`config.mk`:
```
export PLATFORM = sky130hd
export DESIGN_NAME = mem_arbiter
export DESIGN_NICKNAME = d
export VERILOG_FILES = /design/src/rtl/mem_arbiter.sv
export SDC_FILE = /design/constraint.sdc
export NUM_CORES = 1
export LEC_CHECK = 0
export CORE_ASPECT_RATIO = 1.4
export CORE_MARGIN = 2
export CORE_UTILIZATION = 30
export DETAILED_ROUTE_END_ITERATION = 8
export PLACE_DENSITY = 0.61
export SLEW_MARGIN = 20
export SYNTH_ARGS = -nofsm -noshare
export SYNTH_HDL_FRONTEND = slang
export SYNTH_SLANG_ARGS = --single-unit
```
`constraint.sdc`:
```
create_clock -name clk -period 1.85 [get_ports clk]
set_clock_uncertainty 0.1 [all_clocks]
set_input_delay 0.37 -clock clk [delete_from_list [all_inputs] [get_ports clk]]
set_output_delay 0.37 -clock clk [all_outputs]
set_load 0.02 [all_outputs]
```
`src/rtl/mem_arbiter.sv`:
```
// Two-requester data-memory arbiter with round-robin grant and fixed-length access strobes.
// Each access runs IDLE -> ACCESS (WAIT_CYCLES cycles) -> DONE (one-cycle completion pulse).
module mem_arbiter #(
  parameter int unsigned WAIT_CYCLES = 2
) (
  input  logic        clk,
  input  logic        rst_n,
  input  logic        req0,
  input  logic        req1,
  input  logic        we0,
  input  logic        we1,
  input  logic [31:0] addr0,
  input  logic [31:0] addr1,
  input  logic [31:0] wdata0,
  input  logic [31:0] wdata1,
  output logic        done0,
  output logic        done1,
  output logic [31:0] rdata,
  output logic        stall0,
  output logic [31:0] mem_address,
  output logic [31:0] mem_write_data,
  output logic        mem_read,
  output logic        mem_write,
  input  logic [31:0] mem_read_data
);

  localparam logic [3:0] CntInit = 4'(WAIT_CYCLES);

  typedef enum logic [1:0] {StIdle, StAccess, StDone} state_e;

  state_e      state_q, state_d;
  logic        gnt_q, gnt_d;
  logic        last_q, last_d;
  logic        we_q, we_d;
  logic [31:0] addr_q, addr_d;
  logic [31:0] wdata_q, wdata_d;
  logic [31:0] rdata_q, rdata_d;
  logic [3:0]  cnt_q, cnt_d;
  logic        winner;

  // On a tie the requester not granted last wins; otherwise the sole requester wins.
  assign winner = (req0 && req1) ? ~last_q : req1;

  always_comb begin
    state_d = state_q;
    gnt_d   = gnt_q;
    last_d  = last_q;
    we_d    = we_q;
    addr_d  = addr_q;
    wdata_d = wdata_q;
    rdata_d = rdata_q;
    cnt_d   = cnt_q;
    unique case (state_q)
      StIdle: begin
        if (req0 || req1) begin
          gnt_d   = winner;
          last_d  = winner;
          we_d    = winner ? we1 : we0;
          addr_d  = winner ? addr1 : addr0;
          wdata_d = winner ? wdata1 : wdata0;
          cnt_d   = CntInit;
          state_d = StAccess;
        end
      end
      StAccess: begin
        cnt_d = cnt_q - 4'd1;
        if (cnt_q == 4'd1) begin
          rdata_d = we_q ? 32'h0 : mem_read_data;
          state_d = StDone;
        end
      end
      StDone: begin
        state_d = StIdle;
      end
      default: begin
        state_d = StIdle;
      end
    endcase
  end

  always_ff @(posedge clk or negedge rst_n) begin
    if (!rst_n) begin
      state_q <= StIdle;
      gnt_q   <= 1'b0;
      last_q  <= 1'b1;
      we_q    <= 1'b0;
      addr_q  <= 32'h0;
      wdata_q <= 32'h0;
      rdata_q <= 32'h0;
      cnt_q   <= 4'd0;
    end else begin
      state_q <= state_d;
      gnt_q   <= gnt_d;
      last_q  <= last_d;
      we_q    <= we_d;
      addr_q  <= addr_d;
      wdata_q <= wdata_d;
      rdata_q <= rdata_d;
      cnt_q   <= cnt_d;
    end
  end

  assign mem_read       = (state_q == StAccess) && !we_q;
  assign mem_write      = (state_q == StAccess) && we_q;
  assign mem_address    = (state_q == StAccess) ? addr_q : 32'h0;
  assign mem_write_data = (state_q == StAccess) ? wdata_q : 32'h0;
  assign done0          = (state_q == StDone) && !gnt_q;
  assign done1          = (state_q == StDone) && gnt_q;
  assign rdata          = rdata_q;
  assign stall0         = req0 && !done0;

endmodule

```
==> results of run 1 <==
[state kept, by name, summed over array words and instances, names as in the netlist]
register and flops:
cnt_q 4, gnt_q 1, rdata 32, we_q 1, addr_q 32, wdata_q 32
state_q 2, last_q 1
[synth_stat cells (2+ instances only)]
master,instances
and2_1,65
buf_12,5
buf_2,9
buf_4,3
clkbuf_1,10
dfrtp_1,104
ha_1,2
inv_1,3
mux2_2,65
mux2_4,100
nand3b_1,2
nor2b_1,35
nor3_1,2
nor3b_1,2
[per-stage QoR]
stage / utilization, % / std cells / hold WS (ns)
after global placement: 46.2 / 926 / 0.383
after global routing: 50.5 / 960 / 0.0268
final: 50.5 / 960 / -0.0202
after floorplan: - / 423 / -0.0256
after CTS: 48.1 / 943 / 0.00569
after detailed placement: 46.2 / 926 / 0.384
[power breakdown]
part | leakage [nW] | switching (mW) | internal, mW | total (mW)
clock | 0.150 | 0.946 | 1.08 | 2.02
combinational | 3.01 | 4.26 | 5.96 | 10.2
sequential | 1.27 | 0.615 | 3.44 | 4.05
total | 4.43 | 5.83 | 10.5 | 16.3
[worst register-to-register path, cell delays in order, from the launching register on]
cell and delay (ns):
dfstp_2 0.55, a21bo_4 0.17, buf_12 0.14, clkbuf_16 0.16, mux2_2 0.33, mux2_2 0.26
[layer usage]
metal	track usage, %	routed length, um	up-vias
met5	0	0	-
met4	5.10	244	0
met3	4.40	1310	16
met2	26.6	8940	181
met1	17.2	6850	2141
li1	-	-	2011
[layout make-up]
class	instances	area (um2)	area share (%)
Timing Repair Buffer	301	3290	33.9
Inverter	3	11.3	0.116
Multi-Input combinational cell	287	3150	32.5
Clock buffer	9	225	2.32
Clock inverter	7	91.3	0.941
Tap cell	248	310	3.20
Sequential cell	105	2630	27.1
[cells by family after synthesis]
group,synth area share (%)
AOI/OAI and AO/OA,0.745
and+or+nand+nor,12.1
adders and majority gates,0.426
buffers and inverters,3.87
muxes,38.0
DFF,44.7
xor gates and xnor gates,0.149
[repair_timing]
item,in CTS,in global routing
pin swaps,0,16
buffers inserted,0,9
endpoints found under the setup margin,71,136
resized for setup,319,134
gates cloned,1,9
endpoints found under the hold margin,0,0
[worst max-delay path by stage]
stage,startpoint,to,slack [ns],cells past startpoint
floorplan,state_q[0]$_DFFE_PN0P_,stall0,0.12,2
global placement,req0,wdata_q[21]$_DFFE_PN0P_,-0.38,5
detailed placement,req0,wdata_q[22]$_DFFE_PN0P_,-0.40,5
CTS,state_q[1]$_DFFE_PN0P_,mem_address[13],-0.21,4
global route,state_q[1]$_DFFE_PN0P_,mem_write_data[25],-0.25,6
finish,state_q[1]$_DFFE_PN0P_,mem_write_data[17],-0.18,6
==> impl_results.md, run 1 <==
- Most common cell after layout, fill and taps aside: clkdlybuf4s50_1
- Final hold slack: -0.0202 ns
- Max-slew violation count: 0
- Finished Cell Area: approximately 9700 um2
- CTS buffer count: 9
- Reg2reg start: last_q$_DFFE_PN1P_
- Reg2reg setup slack: 0.03 ns
- Setup TNS: -6.41 ns
- Final Hold Viols: 10
- Period utilisation layout: 110%
- Worst Path Required: ~1.4 ns
- Root buffer cell: clkbuf_16
- Cell Pwr Density: 1680 nW/um2
- CTS H-tree depth: 3
- FP Rows: 60
- GR Overflow Total: 0
- GRT Total Usage: 15.1%
- Share of layout cells above drive strength 1: 46.6%
- Placed inst area: around 9000 um2
- Status: complete, but fails checks
- Vias per cell: 4.53
- Ant. Diodes: 0
- Routed wire per std cell: 18.1 um
- Syn_area_per_cell: 13.9 um2
- R2R depth: 5
- Clock buffer depth: 2
- Fraction of registers with async set or reset after synthesis: 100%
- First-pass GRT wire length: 24,100 um
- Worst reg2reg path endpoint: wdata_q[26]$_DFFE_PN0P_
- CP dominant cell by count: buf_12
- YS warnings: 0
- Worst-Margin Slew: 0.574 ns
- Pleak: 4.43 nW
- Ranking of synthesized cells by area: dfrtp_1, mux2_4, mux2_2
- Post-DP HPWL: 11,400 um
- Die area: 20,700 um2
- Post-synthesis cell area: about 5900 um2
- Via count: 4,349
- Max Freq: 494 MHz
- CP peak stage delay: 0.41 ns
- Min Tclk post-route: 2.03 ns
- CP Cell Sequence: nor2b_4 > buf_12 > buf_12 > clkbuf_16 > and2_4 > buf_6
- Final Power: 16.3 mW
- CP bufs+invs: 4
- Crit-path max FO: 7
- RSZ-0062 raised after global routing: yes
- Final Setup Violations: 56
- Clk slew on worst S/H paths: 0.08 ns
- Nets: 875
- DR DRC count: 0
- Post-synthesis sequential area ratio: between 40% and 50%
- Crit start category: flip-flop
- DRT Wirelength: 17,300 um
- DR pass1 iterations: 4
- CP max-delay cell: dfrtp_1
- Post-Synthesis Cells: between 400 and 500
- Top FF cell, synth: dfrtp_1
- DR iter-0 viols: around 160
- Failing checks: hold timing, setup timing
- Worst min path class: primary input to asynchronous set/reset pin
- CP Capture Type: primary output
- Seq cells post-synth: 105
- Yosys top cell area share: 44.3%
- Antenna Nets Post-Route: 0
- Leading area contributor after synthesis: dfrtp_1
- Ports: approximately 270
- Largest net degree at the start of global routing: 106
- Fillcell total: 1,720
- Worst-Skew Late Latency: 0.35 ns
- Dpl ws: -0.397 ns
- Die width: 122 um
- Worst IR drop on VDD: 0.000722 V
- TritonCTS Sinks: 105
- Final worst slack: -0.176 ns
- Syn_nets: between 500 and 600
- Port Buffers: 266
- Maxcap violations: 0
- Initial antenna violation count: 0
- Core Box Area: 19,200 um2
- Most frequent cells in the layout: clkdlybuf4s50_1, dfrtp_1, mux2_4
- Final RePlAce weighted congestion: around 0.71
- Slew margin rel.: 61.7%
- EDFF count, synth: 0
- Area Overhead vs Synth: 65.2%
- Initial cell density of the core: 30.6%
- Distinct cells, synth: 30
- Critical path's top delay family: buffers and inverters
- Crit path kind: flip-flop to primary output
- CTS tree: done
- Arr. time, crit path: 1.56 ns
- Die Span Y: 170 um
- Hold buffers post-CTS: 0
- Vias in the first global route: 4,696
Power figures use the tool's default switching activity.
==> run 2, diff against run 1 <==
CORE_UTILIZATION = 38   (was 30)
CTS_CLUSTER_DIAMETER = 40   (was not set)
CTS_CLUSTER_SIZE = 8   (was not set)
PLACE_DENSITY = 0.75   (was 0.61)
==> run 2 against run 1 <==
Compared with the run above: the flow finishes with violations (setup timing); largest cell class unchanged; largest power group unchanged; global-route usage grew 4.5 points; hold slack improved by 0.30 ns; highest routed layer unchanged; sequential share of layout area rose by 0.50 points; final cell count fell by 5.8%.
==> impl_results.md, run 2 (same netlist as run 1, synthesis figures left out) <==
- Setup TNS: -4.91 ns (+1.50 ns)
- DP Cell Count: 877 (-5.3%)
- Die Span Y: 151 um (-11%)
- Initial antenna violation count: 0 (unchanged)
- DR pass1 iterations: 6 (+2)
- Final Setup Violations: 66 (+18%)
- Root buffer cell: clkbuf_16
- Area Overhead vs Synth: 62.2%
- CP max-delay cell: dfrtp_1
- GR Overflow Total: 0 (unchanged)
- Finished Cell Area: 9530 um2 (-1.8%)
- Post-DP HPWL: 12,000 um (+5.4%)
- TritonCTS Sinks: 105 (unchanged)
- Clk slew on worst S/H paths: 0.09 ns (about the same)
- Clock buffer depth: 2 (unchanged)
- Final worst slack: -0.0965 ns (+0.0796 ns)
- Most common cell after layout, fill and taps aside: clkdlybuf4s50_1
- Critical path's top delay family: buffers and inverters
- Ant. Diodes: 0 (unchanged)
- Initial cell density of the core: 39.0% (+8.5 points)
- Placed inst area: 8890 um2 (+0.11%)
- Vias in the first global route: 4,798 (+2.2%)
- Routed wire per std cell: 18.6 um (+3.0%)
- CP peak stage delay: 0.41 ns (about the same)
- CTS buffer count: 9 (unchanged)
- Maxcap violations: 0 (unchanged)
- Slew margin rel.: 73.6% (+12 points)
- Final RePlAce weighted congestion: 0.738 (+4.5%)
- DR iter-0 viols: 129 (-18%)
- CTS H-tree depth: 3 (unchanged)
- Crit-path max FO: 14 (+7)
- Cell Pwr Density: 1670 nW/um2 (-0.77%)
- Worst-Margin Slew: 0.396 ns (-0.178 ns)
- FP Rows: 53 (-12%)
- CP bufs+invs: 3 (-1)
- Reg2reg start: state_q[0]$_DFFE_PN0P_
- DR DRC count: 0 (unchanged)
- Worst-Skew Late Latency: 0.34 ns (about the same)
- Worst IR drop on VDD: 0.000830 V (+15%)
- Die width: 109 um (-11%)
- Port Buffers: 266 (unchanged)
- Worst Path Required: 1.38 ns (about the same)
- Antenna Nets Post-Route: 0 (unchanged)
- Max-slew violation count: 0 (unchanged)
- Arr. time, crit path: 1.48 ns (-0.08 ns)
- Min Tclk post-route: 1.95 ns (-0.0796 ns)
- Failing checks: setup timing
- Die area: 16,500 um2 (-20%)
- DRT Wirelength: 16,800 um (-3.0%)
- Status: complete, but fails checks
- Worst reg2reg path endpoint: rdata[24]$_DFFE_PN0P_
- Ports: 267 (unchanged)
- CP dominant cell by count: buf_4
- Final Hold Viols: 0 (-10)
- GRT Total Usage: 19.5% (+4.5 points)
- Period utilisation layout: 105% (-4.3 points)
- Nets: 875 (unchanged)
- Crit start category: flip-flop
- R2R depth: 7 (+2)
- Vias per cell: 4.83 (+6.6%)
- Worst min path class: primary input to asynchronous set/reset pin
- Final cell count without fillers: 904 (-5.8%)
- Crit path kind: flip-flop to primary output
- Max Freq: 514 MHz (+4.1%)
- Pleak: 4.36 nW (-1.5%)
- Most frequent cells in the layout: clkdlybuf4s50_1, dfrtp_1, mux2_4
- Core Box Area: 15,100 um2 (-22%)
- RSZ-0062 raised after global routing: yes
- Largest net degree at the start of global routing: 69 (-35%)
- Fillcell total: 1,163 (-32%)
- Reg2reg setup slack: 0.04 ns (about the same)
- First-pass GRT wire length: 24,700 um (+2.5%)
- Share of layout cells above drive strength 1: 44.8% (-1.8 points)
- CTS tree: done
- Via count: 4,365 (+0.37%)
- CP Capture Type: primary output
- CP Cell Sequence: nor2b_4 > buf_4 > buf_16 > and2_1 > buf_4
==> run 2: changes by cell type in the layout (fill, tap and decap cells not counted), sizes merged <==
cell           before  now
dlygate4sd3         0    1
bufinv              1    0
dlygate4sd2         0    1
clkinvlp            1    0
inv                 4    5
clkdlybuf4s50     192  193
clkbuf             16   14
dlymetal6s2s        4    2
buf                98  100
==> run 2: worst max-delay path by stage <==
stage	startpoint	endpoint	slack [ns]	depth (start not counted)
after CTS	state_q[0]$_DFFE_PN0P_	mem_address[14]	-0.10	5
after floorplan	state_q[0]$_DFFE_PN0P_	stall0	0.12	2
final	state_q[1]$_DFFE_PN0P_	mem_write_data[1]	-0.1	5
after global placement	req0	addr_q[17]$_DFFE_PN0P_	-0.35	5
after detailed placement	req0	addr_q[11]$_DFFE_PN0P_	-0.43	5
after global routing	state_q[1]$_DFFE_PN0P_	mem_address[14]	-0.17	5
==> run 2: final cells by class <==
type                       instances  area, um2  area share (%)
sequential                       105       2630            27.6
tap                              192        240            2.52
timing repair buffer             301       3220            33.8
multi-input combinational        287       3130            32.8
clock inverter                     6       62.6           0.656
clock buffer                      10        239            2.51
inverter                           3       11.3           0.118
==> run 2: layer usage <==
metal / GRT usage [%] / share of wire [%] / vias to the layer above / routed length (um)
met5: 0 / 0 / - / 0
met3: 4.78 / 7.3 / 30 / 1230
met4: 5.58 / 2.5 / 0 / 420
met2: 36.3 / 54 / 195 / 9020
met1: 21.6 / 37 / 2125 / 6150
li1: - / - / 2015 / -
==> run 2: stage by stage <==
stage	util [%]	hold slack, ns	total power, mW	setup slack [ns]
final	63.3	0.278	15.9	-0.0965
after global routing	63.3	0.290	16.7	-0.169
after CTS	61.5	0.257	15.5	-0.105
after detailed placement	59.0	0.105	13.1	-0.427
after global placement	59.0	0.105	12.9	-0.347
after floorplan	-	-0.0256	9.11	0.122
==> run 2: worst reg2reg max path, cell delays in order (launching register included) <==
cell and delay [ns]:
dfrtp_1 0.38, nor2b_4 0.14, buf_12 0.13, buf_12 0.15, buf_4 0.16, nand2_4 0.10
clkbuf_16 0.20, mux2_2 0.35
==> run 2: what timing repair did <==
item,4_1_cts,5_1_grt
endpoints found under the setup margin,110,126
resized for setup,397,40
hold endpoints to repair,7,0
hold buffers,1,0
setup buffers,2,2
pin swaps,0,2
cloned,1,5
==> run 2: power breakdown <==
part	switching, mW	internal [mW]	total, mW
logic	4.19	5.69	9.88
registers	0.634	3.44	4.07
clock network	0.943	0.986	1.93
==> run 3, diff against run 2 <==
CORE_UTILIZATION = 39   (was 38)
CTS_BUF_LIST = sky130_fd_sc_hd__clkbuf_4 sky130_fd_sc_hd__clkbuf_8   (was not set)
PLACE_DENSITY = 0.77   (was 0.75)
==> run 3 against run 2 <==
Compared with the run above: the flow still finishes with violations (setup timing); hold slack better by 0.13 ns; critical path depth up 1; maximum frequency down 4.5%; routed wire length up 3.6%; clock power down 25%; core utilization up 3.2 points; cell area up 3.7%; global-route usage down 0.60 points; power up 1.5%.
==> impl_results.md, run 3 (same netlist as run 1, synthesis figures left out) <==
- Status: complete, but fails checks
- Failing checks: setup timing
- DR pass1 iterations: 4 (-2)
- Vias per cell: 4.84 (+0.22%)
- Final hold slack: 0.411 ns (+0.134 ns)
- Maxcap violations: 0 (unchanged)
- CTS buffer count: 9 (unchanged)
- Root buffer cell: clkbuf_8
- Vias in the first global route: 4,716 (-1.7%)
- Routed wire per std cell: 19.0 um (+2.0%)
- Clk slew on worst S/H paths: 0.10 ns (about the same)
- TritonCTS Sinks: 105 (unchanged)
- Area of the multi-input gates: 3270 um2 (+4.6%)
- Die area: 16,100 um2 (-2.5%)
- Pleak: 4.89 nW (+12%)
- Most common cell after layout, fill and taps aside: clkdlybuf4s50_1
- R2R depth: 8 (+1)
- Via count: 4,447 (+1.9%)
- Clock buffer depth: 2 (unchanged)
- Worst IR drop on VDD: 0.00108 V (+30%)
- Max-slew violation count: 0 (unchanged)
- Max Freq: 491 MHz (-4.5%)
- CTS tree: done
- Fillcell total: 1,102 (-5.2%)
- CTS H-tree depth: 3 (unchanged)
- Worst-Margin Slew: 0.357 ns (-0.0389 ns)
- DR DRC count: 0 (unchanged)
- Worst-Skew Late Latency: 0.36 ns (+0.02 ns)
- DRT Wirelength: 17,400 um (+3.6%)
- Worst Path Required: 1.38 ns (about the same)
- Initial cell density of the core: 39.6% (+0.52 points)
- Initial antenna violation count: 0 (unchanged)
- Worst reg2reg path endpoint: rdata[20]$_DFFE_PN0P_
- Slew margin rel.: 76.2% (+2.6 points)
- Share of layout cells above drive strength 1: 47.2% (+2.4 points)
- Die width: 108 um (-1.2%)
- Hold_sp: wdata_q[20]$_DFFE_PN0P_
- Crit path kind: flip-flop to primary output
- DR iter-0 viols: 111 (-14%)
- Reg2reg start: state_q[1]$_DFFE_PN0P_
- Crit-path max FO: 8 (-6)
- Final Hold Viols: 0 (unchanged)
- First-pass GRT wire length: 23,900 um (-3.4%)
- Die Span Y: 149 um (-1.3%)
- Arr. time, crit path: 1.57 ns (+0.09 ns)
- FF+latch area: 2630 um2 (unchanged)
- Hold depth: 1
- Final Power: 16.1 mW (+1.5%)
- Post-DP HPWL: 11,700 um (-2.9%)
- Crit. Startpoint: state_q[1]$_DFFE_PN0P_
- CP Capture Type: primary output
- Crit start category: flip-flop
- Ant. Diodes: 0 (unchanged)
- Core Box Area: 14,900 um2 (-1.3%)
- Most frequent cells in the layout: clkdlybuf4s50_1, mux2_4, dfrtp_1
- Port Buffers: 266 (unchanged)
- Min-Delay Endpoint: wdata_q[20]$_DFFE_PN0P_
- GR Overflow Total: 0 (unchanged)
- Finished Cell Area: 9880 um2 (+3.7%)
- Final Setup Violations: 69 (+4.5%)
- Cell Pwr Density: 1630 nW/um2 (-2.1%)
- Min Tclk post-route: 2.04 ns (+0.0919 ns)
- GRT Total Usage: 18.9% (-0.60 points)
- Final worst slack: -0.188 ns (-0.0919 ns)
- Placed inst area: 8880 um2 (about the same)
- Period utilisation layout: 110% (+5.0 points)
- Worst min path class: flip-flop to flip-flop
- Nets: 891 (+1.8%)
- FP Rows: 53 (unchanged)
- Reg2reg setup slack: 0 ns (-0.04 ns)
- Final RePlAce weighted congestion: 0.743 (+0.69%)
- RSZ-0062 raised after global routing: yes
- Ports: 267 (unchanged)
- Antenna Nets Post-Route: 0 (unchanged)
- Largest net degree at the start of global routing: 58 (-16%)
- Area Overhead vs Synth: 68.2%
- Final core utilization: 66.5% (+3.2 points)
[run 3: cell count changes in the layout (fill, tap and decap cells not counted), moves of 8 or more]
cell	change
buf_4	+17
mux2_2	-28
and2_4	+10
buf_6	-12
dlymetal6s2s_1	+24
and2_1	-10
mux2_4	+28
clkdlybuf4s50_1	-24
clkbuf_8	+8
[run 3: metal layers]
layer / wire (um) / vias to the layer above / part of all wire, % / global-route usage (%)
met5: 0 / - / 0 / 0
met4: 307 / 0 / 1.8 / 4.55
met3: 1160 / 20 / 6.7 / 5.07
met2: 9530 / 189 / 55 / 35.7
met1: 6440 / 2198 / 37 / 20.7
li1: - / 2040 / - / -
[run 3: worst max-delay path by stage]
| stage | end | slack (ns) |
|---|---|---|
| 2_1_floorplan | stall0 | 0.12 |
| 3_3_place_gp | wdata_q[31]$_DFFE_PN0P_ | -0.37 |
| 3_5_place_dp | addr_q[2]$_DFFE_PN0P_ | -0.42 |
| 4_1_cts | mem_address[3] | -0.25 |
| 5_1_grt | mem_write_data[26] | -0.26 |
| 6_report | mem_address[21] | -0.19 |
[run 3: through the flow]
| step | setup TNS, ns | setup slack (ns) | std cells |
|---|---|---|---|
| after floorplan | 0 | 0.122 | 423 |
| after global placement | -33.42 | -0.370 | 876 |
| after detailed placement | -35.75 | -0.416 | 876 |
| after CTS | -13.70 | -0.248 | 899 |
| after global routing | -15.75 | -0.265 | 919 |
| final | -9.01 | -0.188 | 919 |
[run 3: final cells by class]
type,instances,area share [%]
clock inverter,6,0.684
tap,192,2.43
multi-input combinational,287,33.1
sequential,105,26.6
inverter,3,0.114
timing repair buffer,317,35.8
clock buffer,9,1.25
[run 3: where the power goes]
group	switching (mW)	total (mW)	internal, mW
clock network	0.823	1.45	0.630
registers	0.654	4.09	3.43
logic	4.40	10.6	6.17
[run 3: what timing repair did]
item	in CTS	in global routing
setup endpoints to repair	72	161
hold buffers	1	0
resized for setup	318	184
endpoints found under the hold margin	104	0
setup buffers	5	8
pin swaps	13	7
gates cloned	2	15
[run 3: worst max-delay path, cell delays in order, from the launching register on]
cell	delay, ns
dfrtp_1	0.42
nor2b_4	0.14
buf_12	0.14
buf_8	0.13
buf_16	0.13
and2_4	0.14
buf_6	0.11
